===== src/rtl/irq_controller_pkg.sv =====
// Shared definitions for the interrupt controller: register offsets, access size,
// FSM state types and a mask helper.
package irq_controller_pkg;

  localparam logic [2:0] OFF_PENDING = 3'd0;
  localparam logic [2:0] OFF_ENABLE  = 3'd1;
  localparam logic [2:0] OFF_EDGE    = 3'd2;
  localparam logic [2:0] OFF_PRIO    = 3'd3;
  localparam logic [2:0] OFF_LAST_ID = 3'd4;

  localparam logic [1:0] SIZE_WORD = 2'b10;
  localparam logic [2:0] OINT_NONE = 3'b111;

  typedef enum logic {
    B_IDLE,
    B_ACK
  } bus_state_t;

  typedef enum logic [1:0] {
    I_IDLE,
    I_REQ,
    I_ACKED
  } irq_state_t;

  function automatic logic [31:0] low_mask(input int unsigned width);
    return 32'((64'd1 << width) - 64'd1);
  endfunction

endpackage


===== src/rtl/irq_controller_if.sv =====
// Data-bus slave port of the interrupt controller (core side is the master).
interface irq_controller_if;
  logic [31:0] DAD;
  logic        MREQ;
  logic        WRITE;
  logic [1:0]  SIZE;
  logic [31:0] wdata;
  logic [31:0] rdata;
  logic        ack_n;

  modport master (output DAD, MREQ, WRITE, SIZE, wdata, input rdata, ack_n);
  modport slave  (input DAD, MREQ, WRITE, SIZE, wdata, output rdata, ack_n);
endinterface


===== src/rtl/irq_sync_edge.sv =====
// One request source: 2-flop synchroniser plus edge- or level-mode pending bit.
module irq_sync_edge (
  input  logic clk,
  input  logic reset_x,
  input  logic irq,
  input  logic edge_mode,
  input  logic clr,
  input  logic w1c,
  output logic pending
);

  logic sync_a;
  logic sync_b;
  logic sync_d;
  logic rise;

  assign rise = sync_b & ~sync_d;

  always_ff @(posedge clk or negedge reset_x) begin
    if (!reset_x) begin
      sync_a  <= 1'b0;
      sync_b  <= 1'b0;
      sync_d  <= 1'b0;
      pending <= 1'b0;
    end else begin
      sync_a <= irq;
      sync_b <= sync_a;
      sync_d <= sync_b;
      // Clears only touch edge sources, and a fresh edge beats any clear.
      if (!edge_mode)
        pending <= sync_b;
      else if (rise)
        pending <= 1'b1;
      else if (clr || w1c)
        pending <= 1'b0;
    end
  end

endmodule


===== src/rtl/irq_controller.sv =====
// Memory-mapped interrupt controller: per-source pending/enable/priority, a
// priority tree, a register bus FSM and the core-facing request FSM.
module irq_controller
  import irq_controller_pkg::*;
#(
  parameter int unsigned N_SRC     = 8,
  parameter logic [31:0] BASE_ADDR = 32'hFFFF_0000
) (
  input  logic             clk,
  input  logic             reset_x,
  input  logic [N_SRC-1:0] irq_in,
  irq_controller_if.slave  bus,
  output logic [2:0]       OINT_n,
  input  logic             IACK_n
);

  localparam logic [31:0] SRC_MASK  = low_mask(N_SRC);
  localparam logic [31:0] PRIO_MASK = low_mask(3 * N_SRC);

  logic [31:0] enable_r;
  logic [31:0] edge_mode_r;
  logic [31:0] prio_r;
  logic        last_valid;
  logic [3:0]  last_id;
  logic [31:0] rdata_q;

  bus_state_t  bstate, bstate_n;
  irq_state_t  istate, istate_n;
  logic [3:0]  cur_id, cur_id_n;
  logic [2:0]  cur_lvl, cur_lvl_n;
  logic        ack_fire;

  logic             hit;
  logic             word;
  logic             wr_commit;
  logic [2:0]       offset;
  logic [31:0]      read_val;
  logic [N_SRC-1:0] w1c_vec;
  logic [N_SRC-1:0] pending;
  logic [N_SRC-1:0] cand;
  logic [15:0]      cand16;
  logic             any_cand;
  logic             cur_still;
  logic [2:0]       win_lvl;
  logic [3:0]       win_id;
  logic             unused_addr;

  assign hit         = bus.MREQ && (bus.DAD[31:5] == BASE_ADDR[31:5]);
  assign offset      = bus.DAD[4:2];
  assign word        = (bus.SIZE == SIZE_WORD);
  assign wr_commit   = (bstate == B_IDLE) && hit && bus.WRITE && word;
  assign w1c_vec     = (wr_commit && offset == OFF_PENDING) ? bus.wdata[N_SRC-1:0] : '0;
  assign unused_addr = ^bus.DAD[1:0];

  for (genvar g = 0; g < N_SRC; g++) begin : g_src
    irq_sync_edge u_sync (
      .clk       (clk),
      .reset_x   (reset_x),
      .irq       (irq_in[g]),
      .edge_mode (edge_mode_r[g]),
      .clr       (ack_fire && (cur_id == 4'(g))),
      .w1c       (w1c_vec[g]),
      .pending   (pending[g])
    );
  end

  always_comb begin
    read_val = '0;
    case (offset)
      OFF_PENDING: read_val = 32'(pending);
      OFF_ENABLE:  read_val = enable_r;
      OFF_EDGE:    read_val = edge_mode_r;
      OFF_PRIO:    read_val = prio_r;
      OFF_LAST_ID: read_val = {last_valid, 27'd0, last_id};
      default:     read_val = '0;
    endcase
  end

  // Bus FSM: state register, next state, outputs.
  always_ff @(posedge clk or negedge reset_x) begin
    if (!reset_x) begin
      bstate      <= B_IDLE;
      rdata_q     <= '0;
      enable_r    <= '0;
      edge_mode_r <= '0;
      prio_r      <= '0;
    end else begin
      bstate <= bstate_n;
      if (bstate == B_IDLE && hit)
        rdata_q <= read_val;
      if (wr_commit) begin
        case (offset)
          OFF_ENABLE: enable_r    <= bus.wdata & SRC_MASK;
          OFF_EDGE:   edge_mode_r <= bus.wdata & SRC_MASK;
          OFF_PRIO:   prio_r      <= bus.wdata & PRIO_MASK;
          default:    ;
        endcase
      end
    end
  end

  always_comb begin
    bstate_n = B_IDLE;
    if (bstate == B_IDLE && hit)
      bstate_n = B_ACK;
  end

  always_comb begin
    bus.ack_n = (bstate != B_ACK);
    bus.rdata = (bstate == B_ACK) ? rdata_q : '0;
  end

  // Priority tree: strict '>' keeps the lowest index on equal priority.
  always_comb begin
    cand = '0;
    for (int unsigned i = 0; i < N_SRC; i++)
      cand[i] = pending[i] && enable_r[i] && (prio_r[3*i +: 3] != 3'd0);
  end

  always_comb begin
    win_lvl = '0;
    win_id  = '0;
    for (int unsigned i = 0; i < N_SRC; i++) begin
      if (cand[i] && (prio_r[3*i +: 3] > win_lvl)) begin
        win_lvl = prio_r[3*i +: 3];
        win_id  = 4'(i);
      end
    end
  end

  assign cand16    = 16'(cand);
  assign any_cand  = |cand;
  assign cur_still = cand16[cur_id];

  // IRQ FSM: state register, next state, outputs.
  always_ff @(posedge clk or negedge reset_x) begin
    if (!reset_x) begin
      istate     <= I_IDLE;
      cur_id     <= '0;
      cur_lvl    <= '0;
      last_valid <= 1'b0;
      last_id    <= '0;
    end else begin
      istate  <= istate_n;
      cur_id  <= cur_id_n;
      cur_lvl <= cur_lvl_n;
      if (ack_fire) begin
        last_valid <= 1'b1;
        last_id    <= cur_id;
      end
    end
  end

  // An acknowledge outranks a same-cycle preemption, so it retires the id the core saw.
  always_comb begin
    istate_n  = istate;
    cur_id_n  = cur_id;
    cur_lvl_n = cur_lvl;
    ack_fire  = 1'b0;
    case (istate)
      I_IDLE: begin
        if (any_cand) begin
          istate_n  = I_REQ;
          cur_id_n  = win_id;
          cur_lvl_n = win_lvl;
        end
      end
      I_REQ: begin
        if (!IACK_n) begin
          istate_n = I_ACKED;
          ack_fire = 1'b1;
        end else if (!cur_still) begin
          if (any_cand) begin
            cur_id_n  = win_id;
            cur_lvl_n = win_lvl;
          end else begin
            istate_n = I_IDLE;
          end
        end else if (win_lvl > cur_lvl) begin
          cur_id_n  = win_id;
          cur_lvl_n = win_lvl;
        end
      end
      I_ACKED: begin
        if (IACK_n)
          istate_n = I_IDLE;
      end
      default: istate_n = I_IDLE;
    endcase
  end

  always_comb begin
    OINT_n = OINT_NONE;
    if (istate == I_REQ)
      OINT_n = ~cur_lvl;
  end

endmodule


===== src/flat_wrapper.sv =====
// flat-port wrapper written by rule: the top's interface ports become plain ports
module irq_controller_flat import irq_controller_pkg::*;
#(
  parameter int unsigned N_SRC     = 8,
  parameter logic [31:0] BASE_ADDR = 32'hFFFF_0000
)
  (clk, reset_x, irq_in, OINT_n, IACK_n, bus_DAD, bus_MREQ, bus_WRITE, bus_SIZE, bus_wdata, bus_rdata, bus_ack_n);
  irq_controller_if bus_i ();
  input  logic clk;
  input  logic reset_x;
  input  logic [N_SRC-1:0] irq_in;
  output logic [2:0] OINT_n;
  input  logic IACK_n;
  input wire logic [$bits(bus_i.DAD)-1:0] bus_DAD;
  input wire logic [$bits(bus_i.MREQ)-1:0] bus_MREQ;
  input wire logic [$bits(bus_i.WRITE)-1:0] bus_WRITE;
  input wire logic [$bits(bus_i.SIZE)-1:0] bus_SIZE;
  input wire logic [$bits(bus_i.wdata)-1:0] bus_wdata;
  output wire logic [$bits(bus_i.rdata)-1:0] bus_rdata;
  output wire logic [$bits(bus_i.ack_n)-1:0] bus_ack_n;
  assign bus_i.DAD = bus_DAD;
  assign bus_i.MREQ = bus_MREQ;
  assign bus_i.WRITE = bus_WRITE;
  assign bus_i.SIZE = bus_SIZE;
  assign bus_i.wdata = bus_wdata;
  assign bus_rdata = bus_i.rdata;
  assign bus_ack_n = bus_i.ack_n;
  irq_controller #(.N_SRC(N_SRC), .BASE_ADDR(BASE_ADDR)) u_core (.clk(clk), .reset_x(reset_x), .irq_in(irq_in), .bus(bus_i), .OINT_n(OINT_n), .IACK_n(IACK_n));
endmodule

===== config.mk =====
export PLATFORM = sky130hd
export DESIGN_NAME = irq_controller_flat
export DESIGN_NICKNAME = d
export VERILOG_FILES = /design/src/rtl/irq_controller_pkg.sv /design/src/rtl/irq_controller_if.sv /design/src/rtl/irq_sync_edge.sv /design/src/rtl/irq_controller.sv /design/src/flat_wrapper.sv
export SDC_FILE = /design/constraint.sdc
export NUM_CORES = 1
export LEC_CHECK = 0
export CORE_MARGIN = 2
export CORE_UTILIZATION = 45
export CTS_CLUSTER_SIZE = 16
export DETAILED_ROUTE_END_ITERATION = 8
export PLACE_DENSITY = 0.71
export SYNTH_ARGS = -nofsm -noshare
export SYNTH_HDL_FRONTEND = slang
export SYNTH_HIERARCHICAL = 1
export SYNTH_SLANG_ARGS = --single-unit

===== constraint.sdc =====
create_clock -name clk -period 13 [get_ports clk]
set_input_delay 2.6 -clock clk [delete_from_list [all_inputs] [get_ports clk]]
set_output_delay 2.6 -clock clk [all_outputs]
set_load 0.02 [all_outputs]

==> results by group, run 1 <==
Timing
  – Clock Skew: 0.009311 ns
  – Final worst-path cycle share: 93.57%
  – Endpoints failing setup: 0
  – Least-Margin Pin Slew: 1.090 ns
  – Min Clock Period, post-route: 12.16 ns
  – Hold slack: 0.3493 ns
  – Final Slew Violations: 0
  – Fin Setup TNS: 0 ns
  – Max-slew headroom: 26.44%
  – F_max: 0.08221 GHz
  – Hold Vio Cnt, Final: 0
  – RSZ-0062 raised after global routing: no

Worst setup path
  – Arr. time, crit path: 12.46 ns
  – Slowest library cell on the worst path: dfrtp_1
  – Critical path required time: 13.29 ns
  – Startpoint types: register
  – Most used cell, CP: ha_1
  – Slowest stage delay, CP: 0.46 ns
  – CP max FO: 11
  – Setup CP Type: reg2reg
  – Critical path endpoint category: register

Clocking
  – Worst-Skew Late Latency: 0.35 ns
  – TritonCTS buffer count: 9
  – Clk slew on worst S/H paths: 0.08 ns
  – CTS Buffer Depth: 2
  – H-tree depth: 3
  – CTS tree: yes
  – Sink Count: 112
  – Clock root buffer master: clkbuf_16
  – Post-cts hold buffer count: 0

GRT
  – GRT Overall Usage: 21.99%
  – Vias in the first global route: 4911
  – Largest net degree at the start of global routing: 62
  – GRT overflow: 0
  – First-pass GRT wire length: 24900 um
  – Initial antenna violation count: 0

Finish
  – Layout cells sized above 1: 13.94%
  – Post-route cell area: 7525 sq um
  – N_diodes: 0
  – Most frequent cells in the layout: 112 x dfrtp_1, 96 x clkdlybuf4s50_1, 80 x nand2_1
  – Area growth from synthesis to layout: 22.89%
  – Commonest non-fill, non-tap cell in the layout: dfrtp_1
  – Final nets: 784

Job
  – Max-cap violations: 0

Logic synthesis
  – Async S/R FF share, synth: 100.0%
  – Syn Inst Count: 603
  – Number of synthesized flops with an enable pin: 0
  – Sequential share of the synthesized area: 45.77%
  – Synthesized area: 6123 sq um
  – YS warnings: 6
  – Syn Area/Cell: 10.15 sq um
  – Post-synthesis compound-gate area fraction: 16.20%
  – Post-synthesis xor/xnor area fraction: 0.1430%
  – Most used DFF post-synth: dfrtp_1
  – Area share of fa/ha/maj cells after synthesis: 3.351%
  – Simple-gate portion of the synthesized area: 18.84%
  – Main combinational cell family by area after synthesis: simple AND/OR/NAND/NOR gates
  – Flops & latches, synth: 112
  – Multiplexer area fraction after synthesis: 11.46%
  – Synth unique cells: 83

Power
  – Power Dens Cells: 88.67 nW/um^2
  – Worst ir drop on vdd: 0.06929 mV
  – Static leakage: 3.257 nW

Hold path
  – Hold Crit Class: reg2reg

Placed design
  – HPWL Detailed: 11670 um
  – Placed inst area: 7206 sq um
  – Gpl congestion: 0.9816
  – Port Buffer Count: 97

Routing
  – Vias: 5005
  – DRC Markers: 0
  – Drt wl/cell: 17.90 um
  – Initial DRC Count: 384
  – Post-route ant nets: 0
  – Routed Wire Length: 15610 um
  – First drt pass iteration count: 5
  – Vias per std cell: 5.740

Floorplanning
  – # rows: 42
  – Ports: 115
  – Overall die width: 120.7 um
  – Initial Util: 46.24%
  – Die Y: 120.7 um
  – Core area: 13240 sq um
  – Die area: 14560 sq um

Run status
  – Status: finished clean
-- worst max-delay path, delay by kind of cell, from the launching register on --
family / cells / cell delay, ns
DFF: 1 / 0.46
muxes: 2 / 0.54
AOI/OAI and AO/OA: 22 / 4.74
buffers and inverters: 2 / 0.15
and+or+nand+nor: 21 / 3.49
adders and majority gates: 9 / 2.73
-- repair_timing --
action                                  CTS  global route
buffers inserted                          0             0
resized for setup                         0             4
endpoints found under the setup margin    0             6
-- power breakdown --
group	total (mW)	switching [mW]	internal, mW	leakage, nW
Sequential	0.358	0.00379	0.354	1.42
Clock	0.268	0.126	0.141	0.130
Combinational	0.0421	0.0189	0.0232	1.71
Total	0.667	0.149	0.518	3.26
-- path summary, 6_finish.rpt --
path                       cells past startpoint                                       to  slack, ns                                  startpoint
setup / recovery                              56            u_core/cur_lvl[0]$_DFFE_PN0P_       0.84  u_core/g_src[0].u_sync/pending$_DFFE_PN0P_
hold / removal                                 0  u_core/g_src[4].u_sync/sync_b$_DFF_PN0_       0.35     u_core/g_src[4].u_sync/sync_a$_DFF_PN0_
setup reg to reg                              56            u_core/cur_lvl[0]$_DFFE_PN0P_       0.84  u_core/g_src[0].u_sync/pending$_DFFE_PN0P_
max in group asynchronous                      2  u_core/g_src[6].u_sync/sync_b$_DFF_PN0_       9.56                                     reset_x
min in group asynchronous                      1           u_core/rdata_q[14]$_DFFE_PN0P_       2.26                                     reset_x
hold reg to reg                                0  u_core/g_src[4].u_sync/sync_b$_DFF_PN0_       0.35     u_core/g_src[4].u_sync/sync_a$_DFF_PN0_
-- cells by family (layout without fill, tap and decap cells) --
| family | count (synthesis) | in the layout |
|---|---|---|
| buffers and inverters | 53 | 140 |
| AOI/OAI and AO/OA | 137 | 137 |
| other | 1 | 7 |
| and+or+nand+nor | 227 | 227 |
| muxes | 55 | 55 |
| DFF | 112 | 112 |
| adders and majority gates | 17 | 17 |
| xor gates and xnor gates | 1 | 1 |
-- routing by layer --
layer / routed length, um / track usage [%]
met1: 6755 / 29.27
met4: 514 / 9.884
met3: 1103 / 3.349
met2: 7235 / 35.56
met5: 0 / 0
-- state kept, by name, summed over array words and instances (netlist names) --
signal                       count
u_core/enable_r                  8
u_core/edge_mode_r               8
u_core/rdata_q                  25
u_core/istate                    2
u_core/g_src.u_sync/pending      8
u_core/prio_r                   24
u_core/cur_id                    4
u_core/last_valid                1
u_core/g_src.u_sync/sync_d       8
u_core/last_id                   4
u_core/cur_lvl                   3
u_core/g_src.u_sync/sync_a       8
u_core/g_src.u_sync/sync_b       8
u_core/bstate                    1
-- through the flow --
stage,power [mW],std cells,util [%],setup slack [ns]
6_report,0.6672,872,56.82,0.8361
5_1_grt,0.6926,872,56.82,0.01911
4_1_cts,0.6760,872,56.61,0.6811
3_5_place_dp,0.4070,856,54.41,0.7330
3_3_place_gp,0.4057,856,54.41,1.037
2_1_floorplan,0.3751,609,-,2.389
-- final cells by class --
type / instances / area (sq um)
fillers: 1164 / 5718
repair buffers: 103 / 1013
clock inverters: 5 / 38.79
inverters: 21 / 78.83
well taps: 176 / 220.2
flip-flops and latches: 112 / 2803
clock buffers: 11 / 252.7
multi-input cells: 444 / 3118
-- cell usage after synthesis, types with 6 or more instances --
cell type	count	share of area, %
nand2_1	80	4.9
mux2_2	36	6.6
a32o_1	8	1.3
o21ai_0	44	3.6
ha_1	14	2.9
nand2b_1	6	0.61
a21oi_1	12	0.98
buf_4	7	0.86
a31oi_1	7	0.72
o31ai_1	7	0.86
clkbuf_1	21	1.3
inv_1	20	1.2
dfrtp_1	112	46
nor2_1	38	2.3
mux2i_1	9	1.5
and2_1	40	4.1
nor2b_1	7	0.72
nand3_1	12	0.98
o211ai_1	7	0.86
(Power assumes the default switching activity.)
==> run 2, diff against run 1 <==
ABC_AREA = 1   (was default)
CORE_MARGIN = default   (was 2)
PLACE_DENSITY = 0.74   (was 0.71)
clock period = 10.9 ns   (was 13 ns; I/O delays follow)
==> run 2 against run 1 <==
Compared with the run above: highest routed layer unchanged; largest power group unchanged; global-route usage is 0.89 points higher; sequential share of layout area is 1.1 points higher; critical endpoint is now u_core/cur_id[1]$_DFFE_PN0P_; first-iteration DRC count is 1.8% higher; critical path type unchanged; critical path depth is 4 higher; flip-flop and latch count stayed put.
==> results by group, run 2 <==
Finish
  – Fillers: 1175 (+0.95%)
  – Max reg flops: 25 (unchanged)
  – Final nets: 894 (+14%)
  – Post-route insts no fill: 977 (+12%)
  – Multi-input gate area: 2610 sq um (-16%)
  – Register Area: 2803 sq um (unchanged)
  – Finished Core Util: 57.50% (+0.68 points)
  – Top reg by flops: u_core/rdata_q
  – N_diodes: 0 (unchanged)
  – Area growth from synthesis to layout: 23.85%
  – Most frequent cells in the layout: 192 x nand2_1, 112 x dfrtp_1, 107 x inv_1
  – Biggest regs: u_core/rdata_q (25), u_core/prio_r (24)
  – Layout cells sized above 1: 9.938% (-4.0 points)
  – Commonest non-fill, non-tap cell in the layout: nand2_1

Placed design
  – Pre-CTS setup slack: 0.4781 ns (-0.2549 ns)
  – Gpl congestion: 0.8757 (-11%)
  – HPWL Detailed: 10990 um (-5.9%)
  – Port Buffer Count: 97 (unchanged)
  – Cells after DPL: 962 (+12%)

Routing
  – Top Metal Used: met4
  – Post-route ant nets: 0 (unchanged)
  – First drt pass iteration count: 4 (-1)
  – Vias: 5059 (+1.1%)
  – DRC Markers: 0 (unchanged)
  – Routed Wire Length: 14480 um (-7.2%)
  – WL met1: 6431 um (-4.8%)
  – Drt wl/cell: 14.82 um (-17%)
  – Metal3 WL: 872 um (-21%)
  – Met2 WL: 6987 um (-3.4%)
  – Vias per std cell: 5.178 (-9.8%)
  – Initial DRC Count: 391 (+1.8%)

Logic synthesis
  – Synth area leader: dfrtp_1
  – Sequential share of the synthesized area: 47.45% (+1.7 points)
  – Syn Area/Cell: 8.355 sq um (-18%)
  – Synth top area share: 47.45% (+1.7 points)
  – YS warnings: 6 (unchanged)
  – Syn Inst Count: 707 (+17%)
  – Synthesized area: 5907 sq um (-3.5%)
  – Top cells by count, synth: 192 x nand2_1, 112 x dfrtp_1, 107 x inv_1
  – Most common cell in the synthesized netlist: nand2_1
  – Flops & latches, synth: 112 (unchanged)
  – Top cells by area, synth: dfrtp_1 47%, nand2_1 12%, inv_1 6.8%
  – Synth unique cells: 50 (-40%)
  – Async S/R FF share, synth: 100.0% (unchanged)
  – Number of synthesized flops with an enable pin: 0 (unchanged)
  – Most used DFF post-synth: dfrtp_1

Timing
  – Hold slack: 0.3501 ns (+0.0008090 ns)
  – Least-Margin Pin Slew: 1.212 ns (+0.1228 ns)
  – Endpoints failing setup: 0 (unchanged)
  – Final Slew Violations: 0 (unchanged)
  – Clock Skew: 0.006428 ns (-0.002883 ns)
  – F_max: 0.09945 GHz (+21%)
  – Final worst-path cycle share: 92.25% (-1.3 points)
  – Fin worst setup slack: 0.8442 ns (+0.008077 ns)
  – Hold Vio Cnt, Final: 0 (unchanged)
  – Fin Setup TNS: 0 ns (unchanged)
  – Max-slew headroom: 18.56% (-7.9 points)
  – Min Clock Period, post-route: 10.06 ns (-2.108 ns)
  – RSZ-0062 raised after global routing: no

Worst setup path
  – Worst Setup SP: u_core/prio_r[2]$_DFFE_PN0P_
  – Slowest stage delay, CP: 0.40 ns (-0.06 ns)
  – Slowest library cell on the worst path: dfrtp_1
  – Worst setup path end: u_core/cur_id[1]$_DFFE_PN0P_
  – Reg-to-reg endpoint: u_core/cur_id[1]$_DFFE_PN0P_
  – R2r setup slk: 0.84 ns (about the same)
  – R2R Path Start: u_core/prio_r[2]$_DFFE_PN0P_
  – Most used cell, CP: ha_1
  – Reg2reg path depth: 60 (+7.1%)
  – Critical path endpoint category: register
  – Critical path required time: 11.14 ns (-2.15 ns)
  – Startpoint types: register
  – CP max FO: 8 (-3)
  – Arr. time, crit path: 10.30 ns (-2.16 ns)
  – Setup CP Type: reg2reg

GRT
  – GRT overflow: 0 (unchanged)
  – Initial antenna violation count: 0 (unchanged)
  – Largest net degree at the start of global routing: 71 (+15%)
  – GRT Overall Usage: 22.88% (+0.89 points)
  – First-pass GRT wire length: 23710 um (-4.8%)
  – Vias in the first global route: 4987 (+1.5%)

Clocking
  – Worst-Skew Late Latency: 0.35 ns (about the same)
  – Sink Count: 112 (unchanged)
  – TritonCTS buffer count: 9 (unchanged)
  – H-tree depth: 3 (unchanged)
  – Post-cts hold buffer count: 0 (unchanged)
  – Clk slew on worst S/H paths: 0.07 ns (about the same)
  – CTS tree: yes
  – CTS Buffer Depth: 2 (unchanged)
  – Clock root buffer master: clkbuf_16

Hold path
  – Hold Crit Class: reg2reg
  – HP Start: u_core/g_src[1].u_sync/sync_a$_DFF_PN0_

Floorplanning
  – Core area: 12720 sq um (-3.9%)
  – Initial Util: 46.43% (+0.19 points)
  – # rows: 41 (-2.4%)
  – Overall die width: 116.6 um (-3.4%)
  – Die Y: 116.6 um (-3.4%)
  – Ports: 115 (unchanged)
  – Die area: 13590 sq um (-6.6%)

Run status
  – Status: finished clean

Job
  – Max-cap violations: 0 (unchanged)

Power
  – Static leakage: 3.520 nW (+8.1%)
  – Worst ir drop on vdd: 0.06211 mV (-10%)
  – Power Dens Cells: 107.8 nW/um^2 (+22%)
-- run 2: cell count changes after synthesis, sizes merged, moves of 7 or more --
cell    delta
nand3     +18
mux2i     -10
nor3       +9
and2      -40
o211ai     -7
a32o       -8
nand2    +127
inv       +90
clkbuf     -9
mux2      -23
o31ai     +10
nor2b      -8
-- run 2: per-stage QoR --
| stage | total power [mW] | cell area [sq um] |
|---|---|---|
| floorplan | 0.4455 | 5929 |
| global placement | 0.4805 | 7023 |
| detailed placement | 0.4822 | 7023 |
| CTS | 0.7993 | 7303 |
| global route | 0.8188 | 7316 |
| finish | 0.7887 | 7316 |
-- run 2: final cells by class --
class / count / share of cell area, %
Clock buffer: 10 / 3.267
Timing Repair Buffer: 100 / 13.55
Tap cell: 172 / 2.942
Multi-Input combinational cell: 467 / 35.68
Inverter: 111 / 5.695
Sequential cell: 112 / 38.31
Clock inverter: 5 / 0.5644
-- run 2: worst min-delay path by stage --
stage	end	cells past startpoint
CTS	u_core/g_src[1].u_sync/sync_b$_DFF_PN0_	0
global route	u_core/g_src[0].u_sync/sync_b$_DFF_PN0_	0
detailed placement	u_core/g_src[1].u_sync/sync_b$_DFF_PN0_	0
global placement	u_core/g_src[1].u_sync/sync_b$_DFF_PN0_	0
finish	u_core/g_src[1].u_sync/sync_b$_DFF_PN0_	0
floorplan	u_core/g_src[0].u_sync/sync_b$_DFF_PN0_	0
-- run 2: layer usage --
| metal | vias to the layer above | track usage (%) |
|---|---|---|
| li1 | 2479 | - |
| met1 | 2419 | 29.25 |
| met2 | 149 | 39.88 |
| met3 | 12 | 3.788 |
| met4 | 0 | 6.751 |
| met5 | - | 0 |
-- run 2: where the power goes --
group	internal, mW	switching [mW]	leakage (nW)
Clock	0.162	0.153	0.132
Combinational	0.0248	0.0230	1.93
Sequential	0.422	0.00373	1.46
Total	0.609	0.180	3.52
-- run 2: repair_timing --
item	4_1_cts	5_1_grt
setup buffers	0	0
resized for setup	0	5
setup endpoints to repair	0	7
hold endpoints to repair	0	0
-- run 2: logic make-up after synthesis --
| logic type | count (synthesis) | synth area share (%) |
|---|---|---|
| AO/OA/AOI/OAI | 115 | 12.60 |
| other | 1 | 0.06348 |
| AND/OR/NAND/NOR | 315 | 24.91 |
| multiplexers | 16 | 3.050 |
| buffers and inverters | 134 | 8.960 |
| flip-flops | 112 | 47.45 |
| adder cells (fa/ha/maj) | 14 | 2.966 |
-- run 2: worst max-delay path, delay by kind of cell, from the launching register on --
family          cells  cell delay, ns
simple gates       33            4.33
compound gates     14            2.51
fa+ha+maj           8            2.33
flops               1            0.40
buf+inv             5            0.40
